$ cat src/rtl/stream_insert_arb_pkg.sv
// Shared definitions for the stream_insert_arb scheduler: FSM state
// encoding and the default requester count.
package stream_insert_arb_pkg;

    localparam int NUM_SRC_DEF = 4;

    typedef enum logic {
        ST_IDLE   = 1'b0,
        ST_ACTIVE = 1'b1
    } state_t;

endpackage

$ cat src/rtl/stream_insert_arb_rr_arbiter.sv
// rr_arbiter: purely combinational grant selection for stream_insert_arb.
// Default build: round-robin, searching from the source after i_last.
// With INSERT_ARB_FIXED_PRIO_EN defined: lowest requesting index always wins
// and the last-grant input is removed.
module rr_arbiter
    import stream_insert_arb_pkg::*;
#(
    parameter int NUM_SRC   = NUM_SRC_DEF,
    parameter int SRC_ID_WD = $clog2(NUM_SRC)
) (
    input  logic [NUM_SRC-1:0]   i_req,
`ifndef INSERT_ARB_FIXED_PRIO_EN
    input  logic [SRC_ID_WD-1:0] i_last,
`endif
    output logic [NUM_SRC-1:0]   o_gnt,
    output logic [SRC_ID_WD-1:0] o_gnt_id,
    output logic                 o_gnt_vld
);

`ifdef INSERT_ARB_FIXED_PRIO_EN
    // Fixed priority: scan downwards so the lowest requesting index is the final winner.
    always_comb begin
        o_gnt     = '0;
        o_gnt_id  = '0;
        o_gnt_vld = 1'b0;
        for (int j = NUM_SRC - 1; j >= 0; j--) begin
            if (i_req[j]) begin
                o_gnt     = '0;
                o_gnt[j]  = 1'b1;
                o_gnt_id  = SRC_ID_WD'(j);
                o_gnt_vld = 1'b1;
            end
        end
    end
`else
    // One extra bit so last+k (at most 2*NUM_SRC-1) never overflows before the wrap.
    localparam int IW = SRC_ID_WD + 1;

    // Round robin: first requester at or after (last+1) mod NUM_SRC wins.
    always_comb begin
        logic [IW-1:0] v_idx;
        v_idx     = '0;
        o_gnt     = '0;
        o_gnt_id  = '0;
        o_gnt_vld = 1'b0;
        for (int k = 1; k <= NUM_SRC; k++) begin
            v_idx = {1'b0, i_last} + IW'(k);
            if (v_idx >= IW'(NUM_SRC)) begin
                v_idx = v_idx - IW'(NUM_SRC);
            end
            if (!o_gnt_vld && i_req[v_idx[SRC_ID_WD-1:0]]) begin
                o_gnt_vld                     = 1'b1;
                o_gnt[v_idx[SRC_ID_WD-1:0]]   = 1'b1;
                o_gnt_id                      = v_idx[SRC_ID_WD-1:0];
            end
        end
    end
`endif

endmodule

$ cat src/rtl/stream_insert_arb.sv
// stream_insert_arb: shares one downstream stream_insert between NUM_SRC
// requesters. A granted source forwards one header beat and its payload up to
// last, then the arbiter releases and re-arbitrates after one idle bubble.
// Optional build macro: INSERT_ARB_FIXED_PRIO_EN (fixed lowest-index priority
// instead of round robin; ports and timing unchanged).
module stream_insert_arb
    import stream_insert_arb_pkg::*;
#(
    parameter int NUM_SRC      = NUM_SRC_DEF,
    parameter int DATA_WD      = 32,
    parameter int DATA_BYTE_WD = DATA_WD >> 3,
    parameter int BYTE_CNT_WD  = $clog2(DATA_BYTE_WD),
    parameter int SRC_ID_WD    = $clog2(NUM_SRC)
) (
    input  logic                              clk,
    input  logic                              rst,
    input  logic [NUM_SRC-1:0]                s_valid_insert,
    input  logic [NUM_SRC*DATA_WD-1:0]        s_data_insert,
    input  logic [NUM_SRC*DATA_BYTE_WD-1:0]   s_keep_insert,
    input  logic [NUM_SRC*BYTE_CNT_WD-1:0]    s_byte_insert_cnt,
    output logic [NUM_SRC-1:0]                s_ready_insert,
    input  logic [NUM_SRC-1:0]                s_valid_in,
    input  logic [NUM_SRC*DATA_WD-1:0]        s_data_in,
    input  logic [NUM_SRC*DATA_BYTE_WD-1:0]   s_keep_in,
    input  logic [NUM_SRC-1:0]                s_last_in,
    output logic [NUM_SRC-1:0]                s_ready_in,
    output logic                              m_valid_insert,
    output logic [DATA_WD-1:0]                m_data_insert,
    output logic [DATA_BYTE_WD-1:0]           m_keep_insert,
    output logic [BYTE_CNT_WD-1:0]            m_byte_insert_cnt,
    input  logic                              m_ready_insert,
    output logic                              m_valid_in,
    output logic [DATA_WD-1:0]                m_data_in,
    output logic [DATA_BYTE_WD-1:0]           m_keep_in,
    output logic                              m_last_in,
    input  logic                              m_ready_in,
    output logic [SRC_ID_WD-1:0]              grant_id,
    output logic                              busy
);

    state_t                r_state;
    state_t                w_state_nxt;
    logic [SRC_ID_WD-1:0]  r_grant_id;
    logic [NUM_SRC-1:0]    r_grant_oh;
    logic                  r_hdr_done;
    logic                  r_pld_done;

    logic [NUM_SRC-1:0]    w_arb_oh;
    logic [SRC_ID_WD-1:0]  w_arb_id;
    logic                  w_arb_vld;

    logic                  w_sel_valid_insert;
    logic                  w_sel_valid_in;
    logic                  w_hdr_fire;
    logic                  w_last_fire;
    logic                  w_release;

`ifndef INSERT_ARB_FIXED_PRIO_EN
    logic [SRC_ID_WD-1:0]  r_last_grant;
`endif

    // Arbitration only looks at header valids; a payload-only source never wins.
    rr_arbiter #(
        .NUM_SRC   (NUM_SRC),
        .SRC_ID_WD (SRC_ID_WD)
    ) u_arb (
        .i_req     (s_valid_insert),
`ifndef INSERT_ARB_FIXED_PRIO_EN
        .i_last    (r_last_grant),
`endif
        .o_gnt     (w_arb_oh),
        .o_gnt_id  (w_arb_id),
        .o_gnt_vld (w_arb_vld)
    );

    // Select the granted source's channel fields via the registered one-hot grant.
    always_comb begin
        w_sel_valid_insert = 1'b0;
        w_sel_valid_in     = 1'b0;
        m_data_insert      = '0;
        m_keep_insert      = '0;
        m_byte_insert_cnt  = '0;
        m_data_in          = '0;
        m_keep_in          = '0;
        m_last_in          = 1'b0;
        for (int i = 0; i < NUM_SRC; i++) begin
            if (r_grant_oh[i]) begin
                w_sel_valid_insert = s_valid_insert[i];
                w_sel_valid_in     = s_valid_in[i];
                m_data_insert      = s_data_insert[i*DATA_WD +: DATA_WD];
                m_keep_insert      = s_keep_insert[i*DATA_BYTE_WD +: DATA_BYTE_WD];
                m_byte_insert_cnt  = s_byte_insert_cnt[i*BYTE_CNT_WD +: BYTE_CNT_WD];
                m_data_in          = s_data_in[i*DATA_WD +: DATA_WD];
                m_keep_in          = s_keep_in[i*DATA_BYTE_WD +: DATA_BYTE_WD];
                m_last_in          = s_last_in[i];
            end
        end
    end

    // Next-state and handshake gating; IDLE drives no valid/ready so there is no s->m path.
    always_comb begin
        w_state_nxt    = r_state;
        m_valid_insert = 1'b0;
        m_valid_in     = 1'b0;
        s_ready_insert = '0;
        s_ready_in     = '0;
        w_hdr_fire     = 1'b0;
        w_last_fire    = 1'b0;
        w_release      = 1'b0;
        case (r_state)
            ST_IDLE: begin
                if (w_arb_vld) begin
                    w_state_nxt = ST_ACTIVE;
                end
            end
            ST_ACTIVE: begin
                if (!r_hdr_done) begin
                    m_valid_insert = w_sel_valid_insert;
                    s_ready_insert = r_grant_oh & {NUM_SRC{m_ready_insert}};
                end
                if (!r_pld_done) begin
                    m_valid_in = w_sel_valid_in;
                    s_ready_in = r_grant_oh & {NUM_SRC{m_ready_in}};
                end
                w_hdr_fire  = m_valid_insert & m_ready_insert;
                w_last_fire = m_valid_in & m_ready_in & m_last_in;
                w_release   = (r_hdr_done | w_hdr_fire) & (r_pld_done | w_last_fire);
                if (w_release) begin
                    w_state_nxt = ST_IDLE;
                end
            end
            default: w_state_nxt = ST_IDLE;
        endcase
    end

    // FSM state register.
    always_ff @(posedge clk) begin
        if (rst) begin
            r_state <= ST_IDLE;
        end else begin
            r_state <= w_state_nxt;
        end
    end

    // Grant ownership and per-channel completion flags.
    always_ff @(posedge clk) begin
        if (rst) begin
            r_grant_id <= '0;
            r_grant_oh <= '0;
            r_hdr_done <= 1'b0;
            r_pld_done <= 1'b0;
        end else if (r_state == ST_IDLE) begin
            if (w_arb_vld) begin
                r_grant_id <= w_arb_id;
                r_grant_oh <= w_arb_oh;
                r_hdr_done <= 1'b0;
                r_pld_done <= 1'b0;
            end
        end else begin
            if (w_hdr_fire) begin
                r_hdr_done <= 1'b1;
            end
            if (w_last_fire) begin
                r_pld_done <= 1'b1;
            end
        end
    end

`ifndef INSERT_ARB_FIXED_PRIO_EN
    // Round-robin pointer; reset value makes source 0 the first in line.
    always_ff @(posedge clk) begin
        if (rst) begin
            r_last_grant <= SRC_ID_WD'(NUM_SRC - 1);
        end else if (w_release) begin
            r_last_grant <= r_grant_id;
        end
    end
`endif

    assign grant_id = r_grant_id;
    assign busy     = (r_state == ST_ACTIVE);

endmodule

$ cat config.mk
export PLATFORM = sky130hd
export DESIGN_NAME = stream_insert_arb
export DESIGN_NICKNAME = d
export VERILOG_FILES = /design/src/rtl/stream_insert_arb_pkg.sv /design/src/rtl/stream_insert_arb_rr_arbiter.sv /design/src/rtl/stream_insert_arb.sv
export SDC_FILE = /design/constraint.sdc
export NUM_CORES = 1
export LEC_CHECK = 0
export ABC_AREA = 0
export ABC_CLOCK_PERIOD_IN_PS = 6700
export CELL_PAD_IN_SITES_DETAIL_PLACEMENT = 0
export CELL_PAD_IN_SITES_GLOBAL_PLACEMENT = 1
export CORE_AREA = 3 3 155 157
export DETAILED_ROUTE_END_ITERATION = 12
export DIE_AREA = 0 0 158 160
export PLACE_DENSITY = 0.79
export SYNTH_ARGS = -nofsm -noshare
export SYNTH_HDL_FRONTEND = slang
export SYNTH_SLANG_ARGS = --single-unit
$ cat constraint.sdc
create_clock -name clk -period 6.7 [get_ports clk]
set_input_delay 1.005 -clock clk [delete_from_list [all_inputs] [get_ports clk]]
set_output_delay 1.005 -clock clk [all_outputs]
set_load 0.02 [all_outputs]
==> summary.txt <==
Timing
  – Final Hold Vio Count: 0
  – Skew final: 6.39 ps
  – Tightest Pin Transition: 1040 ps
  – Final period utilization: 60.4%
  – Total negative slack: 0 ps
  – Peak Freq: 247 MHz
  – Slew Limit Fails: 0
  – RSZ-0062 raised after global routing: false
  – Count of final setup violators: 0
  – Worst slew margin: 30.7%
  – Post-route minimum period: 4050 ps

Setup path
  – Reg2Reg Capture Point: r_last_grant[1]$_SDFFE_PP1P_
  – Worst reg2reg path depth: 6
  – Worst Path Arrival: 3040 ps
  – Setup slack, reg-to-reg: 3960 ps
  – Setup crit start kind: input port
  – Crit Path Max Fanout: 12
  – Nature of the critical path endpoint: output pin
  – RR Startpoint: r_grant_oh[3]$_SDFFE_PP0P_
  – Crit Path Class: in -> out
  – WP data required: 5690 ps

GRT
  – Grt total ovfl: 0
  – Vias in the first global route: 5,138
  – Largest net degree at the start of global routing: 103
  – First-pass GRT wire length: 29,000 um
  – GRT Util Overall: 14.2%
  – Initial antenna violation count: 0

Pwr
  – Leak: 2.63 nW
  – Worst vdd ir: 0.0903 mV
  – Combinational share of power: 74.0%
  – Flop pwr share: 12.7%
  – Clk pwr share: 13.3%
  – Switching Fraction: 39.9%
  – Switching pwr: 329 uW
  – Int Power: 495 uW
  – Pwr per Cell Area: 111 nW/um^2

Routing
  – # DRC: 0
  – Initial DRT Pass Iterations: 5
  – Vias/cell: 4.50
  – Final WL: 20,200 um
  – Routed via count: 5,345
  – Initial drt markers: 289
  – ANT nets after route: 0
  – DR WL/cell: 17.0 um

Synthesis
  – Number of synthesized flops with an enable pin: 0
  – Async set or reset register ratio after synthesis: 0%
  – Post-Syn Nets: 877
  – Syn avg cell area: 5.80 um^2
  – Ys flop type: dfxtp_1
  – Synth Cell Area: 3230 um^2
  – Sequential share of the synthesized area: 6.82%
  – Synth warnings: 0
  – Mapped Cells: 557
  – Count of state elements after synthesis: 11
  – Synth unique cells: 46

Floorplan
  – DIE WIDTH: 158 um
  – Initial Utilization: 14.3%
  – Core box area: 22,600 um^2
  – Die Y: 160 um
  – # rows: 55
  – Num ports: 400
  – Die ar.: 25,300 um^2

Place
  – Buffers added on ports: 399
  – GP Congestion: 0.833
  – HPWL after DPL: 15,900 um
  – Area after DPL: 7370 um^2

Cells and area
  – FILL cells: 2,436
  – Design area: 7440 um^2
  – Share of cells above drive strength 1: 2.88%
  – Area grow syn2layout: 131%
  – Layout Nets: 1,225
  – # diodes: 0

Clock network
  – Root Driver: clkbuf_16
  – Clk Latency, worst-skew pair: 240 ps
  – Post-CTS Setup Inserts: 0
  – PostCTS Resize Cnt: 0
  – # clock sinks: 11
  – CTS tree: built
  – Clk buf depth: 2
  – H-tree Lvls: 1
  – TritonCTS buffer count: 3
  – Hold_buf cts: 0
  – Clock Pin Slew Worst Setup and Hold Paths: 40 ps

Run status
  – Status: complete, no violations

Job
  – Max Cap Viol: 0

Min path
  – Hold Path End: r_pld_done$_SDFFE_PP0P_
  – Hold Path Origin: r_pld_done$_SDFFE_PP0P_
  – Hold Crit Depth: 2
  – Hold Path Class: reg -> reg
==> power by group through the flow <==
stage	clock network (mW)	registers (mW)	logic, mW
floorplan	0	0.0762	0.277
global placement	0	0.106	0.613
detailed placement	0	0.106	0.614
CTS	0.111	0.105	0.616
global route	0.115	0.107	0.657
finish	0.110	0.104	0.610
==> area by class of cell <==
class / count / area [um^2] / area share [%]
sequential: 11 / 231 / 3.11
clock buffer: 4 / 78.8 / 1.06
multi-input combinational: 483 / 2730 / 36.7
tap: 285 / 357 / 4.79
timing repair buffer: 403 / 4040 / 54.2
inverter: 3 / 11.3 / 0.151
==> kinds of logic after synthesis <==
kind of cell    after synthesis  share of synthesized area [%]
buf+inv                      63                           8.87
mux                           6                           1.90
simple gates                207                           28.6
fa+ha+maj                     8                           3.10
compound gates              262                           50.7
flops                        11                           6.82
==> cells in the mapped netlist (all sizes together), types with 3 or more instances <==
| library cell | n | share of area (%) |
|---|---|---|
| nor2 | 89 | 10 |
| nand2 | 81 | 9.4 |
| a21oi | 78 | 12 |
| a22oi | 78 | 18 |
| o21ai | 78 | 12 |
| clkbuf | 31 | 3.6 |
| buf | 29 | 4.9 |
| dfxtp | 11 | 6.8 |
| a211oi | 10 | 2.6 |
| and3 | 9 | 1.9 |
| ha | 8 | 3.1 |
| nor3b | 6 | 1.7 |
| mux2i | 5 | 1.5 |
| nor2b | 5 | 0.97 |
| a221oi | 4 | 1.1 |
| nand2b | 4 | 0.77 |
| nand3b | 4 | 0.93 |
| inv | 3 | 0.35 |
==> state kept, by name (all words and copies together), names as in the netlist <==
register and count:
busy 1, r_grant_oh 4, r_pld_done 1, r_hdr_done 1, grant_id 2, r_last_grant 2
==> how the worst max path moves through the flow <==
stage                       from              to  slack [ps]  cells past startpoint
6_report       s_valid_insert[2]  m_valid_insert        2650                      5
5_1_grt        s_valid_insert[2]  m_valid_insert        2550                      5
4_1_cts        s_valid_insert[2]  m_valid_insert        2670                      5
3_5_place_dp   s_valid_insert[1]  m_valid_insert        2670                      5
3_3_place_gp   s_valid_insert[2]  m_valid_insert        2680                      5
2_1_floorplan  s_valid_insert[0]  m_valid_insert        3880                      4
==> critical path, stage by stage <==
cell and delay, ps:
clkdlybuf4s50_1 800, nor3b_2 100, a311oi_2 350, and2_1 180, clkdlybuf4s50_1 600
==> metal layers <==
layer	GRT usage, %	vias to the layer above	wire [um]	part of all wire [%]
met2	26.4	242	10100	50
met3	2.90	14	1890	9.3
li1	-	2727	-	-
met1	17.2	2362	7930	39
met5	0	-	0	0
met4	1.56	0	209	1.0
==> stage by stage <==
stage                     power (mW)  hold slack, ps  cells  util [%]  setup slack (ps)
after floorplan                0.353             456    557         -              3880
after global placement         0.719             471   1185      32.5              2680
after detailed placement       0.720             481   1185      32.5              2670
after CTS                      0.831             487   1189      32.9              2670
after global routing           0.880             526   1189      32.9              2550
final                          0.824             486   1189      32.9              2650
==> layout by cell type (no fill, tap or decap), types with 2 or more instances in the layout <==
master             n
a211o_1            2
and3_1             8
nor3b_2            2
dfxtp_4            3
clkbuf_16          3
a311oi_2           2
inv_1              3
nand2_1           81
and2_1             2
a211oi_2           2
ha_1               8
o21ai_0           76
a21oi_1           78
nor2_1            88
nand2b_1           4
clkdlybuf4s50_1  399
o22ai_1            2
dfxtp_1            8
a211oi_1           8
mux2i_1            5
nor2b_1            4
nor3b_1            4
nand3b_1           4
a221oi_1           4
buf_4              3
a31oi_1            2
a22oi_1           78
Power figures use the tool's default switching activity.
